`src/rtl/clk_div_pkg.sv`:
```
// ---------------------------------------------------------------------------
// clk_div_pkg
// Shared definitions for the programmable clock divider sequencer.
//   state_e      : sequencer state (IDLE / RUN / BURST)
//   MIN_DIV      : smallest divisor the counter supports (one high, one low)
//   DEFAULT_DIV  : divisor loaded at reset (20 MHz in -> 40 kHz out)
// ---------------------------------------------------------------------------
package clk_div_pkg;

  typedef enum logic [1:0] {
    IDLE  = 2'd0,
    RUN   = 2'd1,
    BURST = 2'd2
  } state_e;

  localparam int unsigned MIN_DIV     = 2;
  localparam int unsigned DEFAULT_DIV = 500;

endpackage

```
`src/rtl/clk_div_core.sv`:
```
// ---------------------------------------------------------------------------
// clk_div_core
// Divide counter, wrap detect and clock_out compare.
// Ports:
//   clk        : clock, rising edge
//   rst        : synchronous active-high reset
//   en         : generation enabled in the NEXT cycle
//   restart    : force the counter to 0 in the next cycle (start accepted)
//   div        : divisor in effect for the current period (>= 2)
//   wrap       : current cycle is the last of the period (cnt == div-1)
//   tick       : registered strobe, first cycle of every period
//   clock_out  : registered square wave, high while cnt < div/2
// ---------------------------------------------------------------------------
module clk_div_core #(
  parameter int unsigned CNT_W = 25
) (
  input  logic             clk,
  input  logic             rst,
  input  logic             en,
  input  logic             restart,
  input  logic [CNT_W-1:0] div,
  output logic             wrap,
  output logic             tick,
  output logic             clock_out
);

  logic [CNT_W-1:0] cnt_q, cnt_d;
  logic             tick_q;
  logic             clk_out_q;

  // The counter sits at 0 while idle and div is never below 2, so this
  // can only fire while generating.
  assign wrap = (cnt_q == (div - CNT_W'(1)));

  always_comb begin
    cnt_d = cnt_q + CNT_W'(1);
    if (!en || restart || wrap) begin
      cnt_d = '0;
    end
  end

  // Outputs are registered, so they are computed from the next count.
  // The divisor can only change where cnt_d == 0, and 0 < div/2 holds for
  // any legal divisor, so comparing against the current div is exact.
  always_ff @(posedge clk) begin
    if (rst) begin
      cnt_q     <= '0;
      tick_q    <= 1'b0;
      clk_out_q <= 1'b0;
    end else begin
      cnt_q     <= cnt_d;
      tick_q    <= en && (cnt_d == '0);
      clk_out_q <= en && (cnt_d < (div >> 1));
    end
  end

  assign tick      = tick_q;
  assign clock_out = clk_out_q;

endmodule

```
`src/rtl/clk_div_sequencer.sv`:
```
// ---------------------------------------------------------------------------
// clk_div_sequencer
// Run/stop and reconfiguration controller for the programmable divider.
// Ports:
//   clock_in, reset       : clock and synchronous active-high reset
//   cfg_valid/cfg_div     : divisor offer; cfg_ready = no divisor pending
//   start, burst_len      : begin generation (burst_len 0 = continuous)
//   stop                  : end generation at the end of the current period
//   clock_out, tick       : divided clock and period-start strobe
//   done                  : one-cycle strobe on every return to IDLE
//   busy                  : not IDLE
//   period_cnt            : completed periods since the last start
//   dbg_state             : current sequencer state
// Handshake: a divisor transfers on a cycle where cfg_valid && cfg_ready;
// cfg_valid may be raised at any time, cfg_ready is combinational and
// drops while a divisor waits for the next period boundary.
// ---------------------------------------------------------------------------
module clk_div_sequencer #(
  parameter int unsigned CNT_W       = 25,
  parameter int unsigned BURST_W     = 16,
  parameter int unsigned DEFAULT_DIV = clk_div_pkg::DEFAULT_DIV
) (
  input  logic               clock_in,
  input  logic               reset,
  input  logic               cfg_valid,
  input  logic [CNT_W-1:0]   cfg_div,
  output logic               cfg_ready,
  input  logic               start,
  input  logic [BURST_W-1:0] burst_len,
  input  logic               stop,
  output logic               clock_out,
  output logic               tick,
  output logic               done,
  output logic               busy,
  output logic [BURST_W-1:0] period_cnt,
  output logic [1:0]         dbg_state
);
  import clk_div_pkg::*;

  state_e             state_q, state_d;
  logic [CNT_W-1:0]   active_div_q, active_div_d;
  logic [CNT_W-1:0]   pend_div_q, pend_div_d;
  logic               pend_valid_q, pend_valid_d;
  logic               stop_req_q, stop_req_d;
  logic [BURST_W-1:0] burst_len_q, burst_len_d;
  logic [BURST_W-1:0] period_cnt_q, period_cnt_d;
  logic               done_q, busy_q;

  logic               core_wrap;
  logic               running, at_wrap, last_period;
  logic               xfer, start_acc;
  logic [CNT_W-1:0]   div_clamped;

  assign cfg_ready   = !pend_valid_q;
  assign xfer        = cfg_valid && cfg_ready;
  assign div_clamped = (cfg_div < CNT_W'(MIN_DIV)) ? CNT_W'(MIN_DIV) : cfg_div;

  // stop has priority over start in IDLE
  assign start_acc   = (state_q == IDLE) && start && !stop;
  assign running     = (state_q != IDLE);
  assign at_wrap     = running && core_wrap;

  // A stop arriving in the wrap cycle itself already ends this period.
  assign last_period = at_wrap &&
                       (stop_req_q || stop ||
                        ((state_q == BURST) &&
                         ((period_cnt_q + BURST_W'(1)) == burst_len_q)));

  always_comb begin
    state_d      = state_q;
    active_div_d = active_div_q;
    pend_div_d   = pend_div_q;
    pend_valid_d = pend_valid_q;
    burst_len_d  = burst_len_q;
    period_cnt_d = period_cnt_q;

    case (state_q)
      IDLE: begin
        if (start_acc) begin
          state_d      = (burst_len == '0) ? RUN : BURST;
          burst_len_d  = burst_len;
          period_cnt_d = '0;
        end
      end
      RUN, BURST: begin
        if (last_period) begin
          state_d = IDLE;
        end
      end
      default: state_d = IDLE;
    endcase

    // Divisor updates land only where the counter restarts from 0.
    if (!running) begin
      if (xfer) begin
        active_div_d = div_clamped;
      end
    end else if (at_wrap) begin
      if (xfer) begin
        active_div_d = div_clamped;
      end else if (pend_valid_q) begin
        active_div_d = pend_div_q;
        pend_valid_d = 1'b0;
      end
    end else if (xfer) begin
      pend_div_d   = div_clamped;
      pend_valid_d = 1'b1;
    end

    // Saturates rather than wraps during long continuous runs.
    if (at_wrap && (period_cnt_q != '1)) begin
      period_cnt_d = period_cnt_q + BURST_W'(1);
    end

    stop_req_d = stop_req_q || (running && stop);
    if (state_d == IDLE) begin
      stop_req_d = 1'b0;
    end
  end

  always_ff @(posedge clock_in) begin
    if (reset) begin
      state_q      <= IDLE;
      active_div_q <= CNT_W'(DEFAULT_DIV);
      pend_div_q   <= '0;
      pend_valid_q <= 1'b0;
      stop_req_q   <= 1'b0;
      burst_len_q  <= '0;
      period_cnt_q <= '0;
      done_q       <= 1'b0;
      busy_q       <= 1'b0;
    end else begin
      state_q      <= state_d;
      active_div_q <= active_div_d;
      pend_div_q   <= pend_div_d;
      pend_valid_q <= pend_valid_d;
      stop_req_q   <= stop_req_d;
      burst_len_q  <= burst_len_d;
      period_cnt_q <= period_cnt_d;
      done_q       <= running && (state_d == IDLE);
      busy_q       <= (state_d != IDLE);
    end
  end

  clk_div_core #(
    .CNT_W(CNT_W)
  ) u_core (
    .clk       (clock_in),
    .rst       (reset),
    .en        (state_d != IDLE),
    .restart   (start_acc),
    .div       (active_div_q),
    .wrap      (core_wrap),
    .tick      (tick),
    .clock_out (clock_out)
  );

  assign done       = done_q;
  assign busy       = busy_q;
  assign period_cnt = period_cnt_q;
  assign dbg_state  = state_q;

endmodule
```
`config.mk`:
```
export PLATFORM = sky130hd
export DESIGN_NAME = clk_div_sequencer
export DESIGN_NICKNAME = d
export VERILOG_FILES = /design/src/rtl/clk_div_pkg.sv /design/src/rtl/clk_div_core.sv /design/src/rtl/clk_div_sequencer.sv
export SDC_FILE = /design/constraint.sdc
export NUM_CORES = 1
export LEC_CHECK = 0
export CAP_MARGIN = 40
export CORE_MARGIN = 3
export CORE_UTILIZATION = 50
export DETAILED_ROUTE_END_ITERATION = 10
export DONT_BUFFER_PORTS = 1
export PLACE_DENSITY = 0.77
export SLEW_MARGIN = 0
export SYNTH_ARGS = -nofsm -noshare
export SYNTH_HDL_FRONTEND = slang
export SYNTH_SLANG_ARGS = --single-unit
```
`constraint.sdc`:
```
create_clock -name clock_in -period 3.8 [get_ports clock_in]
set_clock_uncertainty 0.05 [all_clocks]
set_input_delay 0.38 -clock clock_in [delete_from_list [all_inputs] [get_ports clock_in]]
set_output_delay 0.38 -clock clock_in [all_outputs]
set_load 0.02 [all_outputs]
```
---- Word-level counts from Yosys, hierarchy flattened ----
Cells that the tools add are included.
word-level totals
  register bits ........................... 115
  input port bits ......................... 46
  output and inout port bits .............. 23
  logic and storage cells ................. 79
operators by class
  add/sub/neg operators ................... 3
  order comparisons ....................... 2
  equality and inequality tests ........... 8
  multiplexer cells ....................... 17
  bitwise logic cells ..................... 1
  reduce and logical (&&, ||, !) cells .... 36
operator list
  cell                                                                            number
  25-bit 2-to-1 mux                                                               7
  16-bit 2-to-1 mux                                                               3
  25-bit by 1-bit adder with 25-bit output (second input constant)                1
  25-bit == test                                                                  1
  25-bit logical NOT                                                              1
  25-bit by 2-bit less-than comparator with 1-bit output (second input constant)  1
  25-bit by 24-bit less-than comparator with 1-bit output                         1
  25-bit by 1-bit subtractor with 25-bit output (second input constant)           1
  16-bit by 1-bit adder with 16-bit output (second input constant)                1
  16-bit == test                                                                  1
  16-bit logical NOT                                                              1
  16-bit != test (second input constant)                                          1
  2-bit nonzero test                                                              6
  1-bit logical AND                                                               11
  3-bit AND reduction                                                             3
  2-bit 2-to-1 mux                                                                3
  1-bit logical OR                                                                5
  2-bit logical NOT                                                               2
  2-bit case mux with 2 select lines                                              1
  2-bit AND reduction                                                             2
  2-bit OR reduction                                                              2
  1-bit logical NOT                                                               3
  1-bit 2-to-1 mux                                                                3
  3-bit by 2-bit != test with 1-bit output (second input constant)                1
  5 further kinds                                                                 5

---- Depth between registers and ports, before layout ----
  word-level depth ........................ 14
  gate-level depth with buffers ........... 22
  mapped depth without buffers ............ 20

---- Cells and area by module ----
Synthesis repeated with hierarchy kept, for this count alone.
second synthesis, totals
  cell total of the unflattened synthesis .. 909
  area total of the unflattened synthesis .. 7200.7 um2
modules (own cells, without submodules)
  module             times used  cells an instance  area an instance (um2)  seq. area each (um2)
  clk_div_sequencer  1           529                4310.4                  1761.7
  clk_div_core       1           380                2890.3                  540.5

---- Worst setup path before layout ----
No wires, ideal clock.
  path kind ............................... flip-flop to flip-flop
  start ................................... register active_div_q[2]
  end ..................................... register u_core.clk_out_q (netlist: u_core.clock_out)
  library setup time ...................... 78 ps
  arrival ................................. 4055 ps
  required time ........................... 3672 ps
  path slack .............................. -383 ps
  stages on the path, launching flop included .. 21
  buffers on the path ..................... 3
  clock period less this slack ............ 4183 ps
  cells stage by stage .................... dfxtp_1 -> buf_2 -> nor4_4 -> buf_4 -> a41oi_1 -> a2111oi_0 -> o2111a_1 -> nand4_1 -> a2111o_1 -> nand3_2 -> buf_1 -> nor2_1 -> ha_1 -> a21o_1 -> a21o_1 -> a21oi_1 -> o21ai_0 -> nand3_1 -> a211oi_1 -> or3_1 -> nor3_1
on the way
  word-level cells in the longest chain between the ends .. 13
ends and longest elaborated chain
  item                                                         line                      source
  start: declaration                                           clk_div_sequencer.sv:41   logic [CNT_W-1:0] active_div_q, active_div_d;
  start signal: assignment                                     clk_div_sequencer.sv:124  active_div_q <= CNT_W'(DEFAULT_DIV);
  start signal: assignment                                     clk_div_sequencer.sv:134  active_div_q <= active_div_d;
  25-bit by 1-bit subtractor with 25-bit output (*)            clk_div_core.sv:33        assign wrap = (cnt_q == (div - CNT_W'(1)));
  25-bit == test (*)                                           clk_div_core.sv:33
  1-bit logical AND                                            clk_div_sequencer.sv:61   assign at_wrap = running && core_wrap;
  1-bit logical AND                                            clk_div_sequencer.sv:64   assign last_period = at_wrap &&
  2-bit 2-to-1 mux                                             clk_div_sequencer.sv:86   if (last_period) begin
  2-bit case mux with 2 select lines                           clk_div_sequencer.sv:77   case (state_q)
  2-bit nonzero test                                           clk_div_sequencer.sv:150  .en (state_d != IDLE),
  1-bit logical NOT                                            clk_div_core.sv:37        if (!en || restart || wrap) begin
  1-bit logical OR                                             clk_div_core.sv:37
  1-bit logical OR (*)                                         clk_div_core.sv:37
  25-bit 2-to-1 mux (*)                                        clk_div_core.sv:37
  net u_core.cnt_d[10]                                         clk_div_core.sv:27        logic [CNT_W-1:0] cnt_q, cnt_d;
  25-bit by 24-bit less-than comparator with 1-bit output (*)  clk_div_core.sv:53        clk_out_q <= en && (cnt_d < (div >> 1));
  1-bit logical AND (*)                                        clk_div_core.sv:53
  end signal: assignment                                       clk_div_core.sv:53
  end: declaration                                             clk_div_core.sv:29        logic clk_out_q;
The timed path passes the listed nets; every way through them passes the cells marked *.
A chain may end at the register's enable or synchronous reset.

---- Worst setup path in the final report ----
  start ................................... register active_div_q[17]
  end ..................................... register u_core.clk_out_q (netlist: u_core.clock_out)
Same word-level chain as after synthesis.

==> impl_metrics.csv <==
group,metric,value,unit
run_status,status,"finished, violations left",
run_status,violations,"setup timing",
pwr,seqPwrFrac,38.2,%
pwr,power_density,391,nW/µm²
cells_and_area,finalNetCount,1061,
synth,synth.cell_area,7230,µm²
cells_and_area,fill_cells,1180,
synth,synthTopCellsByArea,"dfxtp_1 32%, nor2_1 6.7%, mux2i_1 6.6%",
floorplan,die_area,15900,µm²
timing,setup_tns,-353,ps
timing,fmax,241,MHz
cts,clk_pin_slew,50,ps
synth,synthArstFlopShare,0,%
synth,ys_types,62,
detailed_routing,routed_via_density,5.81,
setup_path,end_kind,"flip-flop",
synth,synth_top_cell_area_share,31.8,%
cts,clock_latency,420,ps
timing,slew_headroom,62.3,%
synth,synthCells,909,
timing,min_period_over_period,109,%
floorplan,start_util,51.7,%
cts,cts_root_buf,"clkbuf_16",
timing,tightest_slew,565,ps
global_route,grt.overflow.total,0,
job,max_cap_violations,0,
floorplan,core,14000,µm²
setup_path,crit_path_start_kind,"flip-flop",
floorplan,die_height,126,µm
synth,syn_nets,984,
place,dpl_cell_area,8050,µm²
pwr,p_comb_share,17.4,%
setup_path,crit_arrival,4450,ps
cells_and_area,final_area,8800,µm²
timing,fin_ws,-353,ps
timing,drv_slew,0,
place,finalWeightedCongestion,0.923,
timing,rsz0062_at_grt,"yes",
global_route,grt_pass1_wl,33.3,mm
timing,setup_violations,1,
cts,tritoncts,"done",
cells_and_area,layout-drive-gt1-share,18.2,%
detailed_routing,drcViolationCount,0,
pwr,ir_drop,0.644,mV
synth,synth_flop_cell,"dfxtp_1",
setup_path,cpPeakStageDelay,410,ps
timing,period_needed,4150,ps
detailed_routing,via_count,6850,
cts,numCtsBuffers,17,
floorplan,dieWidth,126,µm
setup_path,worstPathMaxFanout,6,
detailed_routing,first_pass_iters,5,
global_route,first_global_vias,6574,
synth,yosysTopAreaCell,"dfxtp_1",
place,portBuffers,0,
pwr,netSwitchingPower,0.985,mW
worst_hold_path,min_path_type,"in2reg",
cells_and_area,syn_to_final_growth,21.7,%
pwr,p_clk_share,44.4,%
pwr,sw_frac_of_total,28.6,%
synth,synth_area_per_cell,7.96,µm²
synth,ys_seq_area_share,31.8,%
floorplan,ios,69,
cells_and_area,final_util,62.9,%
cts,cts_htree_levels,4,
cells_and_area,num_antenna_cells,0,
synth,synth_edf_count,0,
pwr,p_leak,3.45,nW
global_route,grt_antenna_before_repair,0,
global_route,grt_usage,25.7,%
detailed_routing,post_drt_wl_per_cell,17.2,µm
synth,ys.warnings.count,0,
timing,hold_violations,0,
place,post-dp-hpwl,14.7,mm
setup_path,worstPathRequired,4090,ps
global_route,grt_max_degree,65,
synth,post-synth-top-count-cell,"nor2_1",
cts,clkSinkCount,115,
synth,synthTopCellsByCount,"129 x nor2_1, 115 x dfxtp_1, 64 x nand2_1, 58 x a21oi_1, 48 x mux2i_1",
cts,clk_path_buf_depth,2,
detailed_routing,wirelength,20.3,mm
detailed_routing,ant_nets,0,
setup_path,crit_path_top_delay_cell,"a2111o_1",
setup_path,critical_path_class,"reg2reg",
floorplan,rows,43,
setup_path,path_cells,"or3_4 -> nor4_4 -> xnor2_1 -> or3_1 -> a221o_1 -> a2111o_1 -> nand3_4 -> buf_6 -> buf_4 -> nor2_1 -> ha_1 -> a21o_1 -> a21o_1 -> a21oi_1 -> o21ai_1 -> nand3_1 -> a211oi_1 -> or3_1 -> nor3_1",
synth,ys_ff_latch,115,
detailed_routing,drtIter0Drc,590,
pwr,intPower,2.46,mW
[flip-flops by register name (all words and copies together), names as in the netlist]
name and count:
u_core.cnt_q 25, busy 1, dbg_state 2, stop_req_q 1, burst_len_q 16, u_core.clock_out 1, pend_div_q 25, period_cnt 16
active_div_q 25, pend_valid_q 1, u_core.tick 1, done 1
[cells by family (layout without fill, tap and decap cells)]
group	after synthesis	in the layout	share of synthesized area (%)
AO/OA/AOI/OAI	165	165	15.2
XOR/XNOR	71	71	8.60
adder cells (fa/ha/maj)	29	29	5.02
buffers and inverters	91	181	5.29
flip-flops	115	115	31.8
multiplexers	48	48	6.64
AND/OR/NAND/NOR	390	390	27.4
[worst max-delay path, delay by kind of cell (launching register included)]
| family | cells | cell delay, ps |
|---|---|---|
| buffers and inverters | 2 | 240 |
| adder cells (fa/ha/maj) | 1 | 190 |
| flip-flops | 1 | 320 |
| XOR/XNOR | 1 | 80 |
| AND/OR/NAND/NOR | 8 | 1790 |
| AO/OA/AOI/OAI | 7 | 1380 |
[through the flow]
step           cells  hold WS [ps]  setup WS, ps  total power [mW]
6_report        1179          20.4          -353              3.45
5_1_grt         1179          4.98          -581              3.57
3_3_place_gp    1136           401          -212              1.88
2_1_floorplan    909           394          -122              1.69
4_1_cts         1175          2.81          -193              3.44
3_5_place_dp    1136           405          -266              1.88
[worst paths after layout]
check	depth (start not counted)	endpoint	slack (ps)	from
min	1	active_div_q[15]$_SDFFE_PP0P_	20	reset
max reg2reg	19	u_core.clock_out$_SDFF_PP0_	-350	active_div_q[17]$_SDFFE_PP0P_
max	19	u_core.clock_out$_SDFF_PP0_	-350	active_div_q[17]$_SDFFE_PP0P_
min reg2reg	2	burst_len_q[1]$_SDFFE_PP0P_	420	burst_len_q[1]$_SDFFE_PP0P_
[metal layers]
layer  wire, µm  track usage, %
met1       9050            33.6
met2       9620            42.1
met3       1270            6.23
met4        341            7.76
met5          0               0
[placed cells by master (no fill, tap or decap), types with 5 or more instances in the layout]
cell type	count
or3_1	9
nand4_1	22
clkinv_4	5
nand3_1	45
and3_1	10
xor2_1	37
dfxtp_1	112
and4_1	12
inv_1	35
nand2_1	64
clkbuf_16	17
o21ai_0	14
mux2i_1	47
xnor2_1	33
nor4_1	13
nor3b_1	5
nand2b_1	7
nor2b_1	15
a211oi_1	31
nor3_1	22
ha_1	26
a21oi_1	56
buf_4	108
a31oi_1	6
or4_1	5
nand3b_1	6
or2_2	7
nor2_1	125
a21o_1	17
[what timing repair did]
action | in CTS | in global routing
setup buffers | 5 | 4
pin swaps | 6 | 19
resized for setup | 8 | 11
setup endpoints to repair | 1 | 1
hold buffers | 2 | 0
endpoints found under the hold margin | 64 | 0
[cell type report]
cell class / instances / area (µm²) / share of cell area (%)
Multi-Input combinational cell: 703 / 4670 / 53.0
Clock buffer: 18 / 439 / 4.99
Inverter: 35 / 131 / 1.49
Clock inverter: 14 / 131 / 1.49
Timing Repair Buffer: 114 / 902 / 10.2
Sequential cell: 115 / 2310 / 26.2
Tap cell: 180 / 225 / 2.56
[power by group through the flow]
stage	clock network (mW)	logic, mW	registers, mW
floorplan	0	0.356	1.33
global placement	0	0.543	1.33
detailed placement	0	0.546	1.34
CTS	1.54	0.581	1.31
global route	1.60	0.656	1.32
finish	1.53	0.600	1.31
No activity file was read; power rests on OpenSTA's default activity.
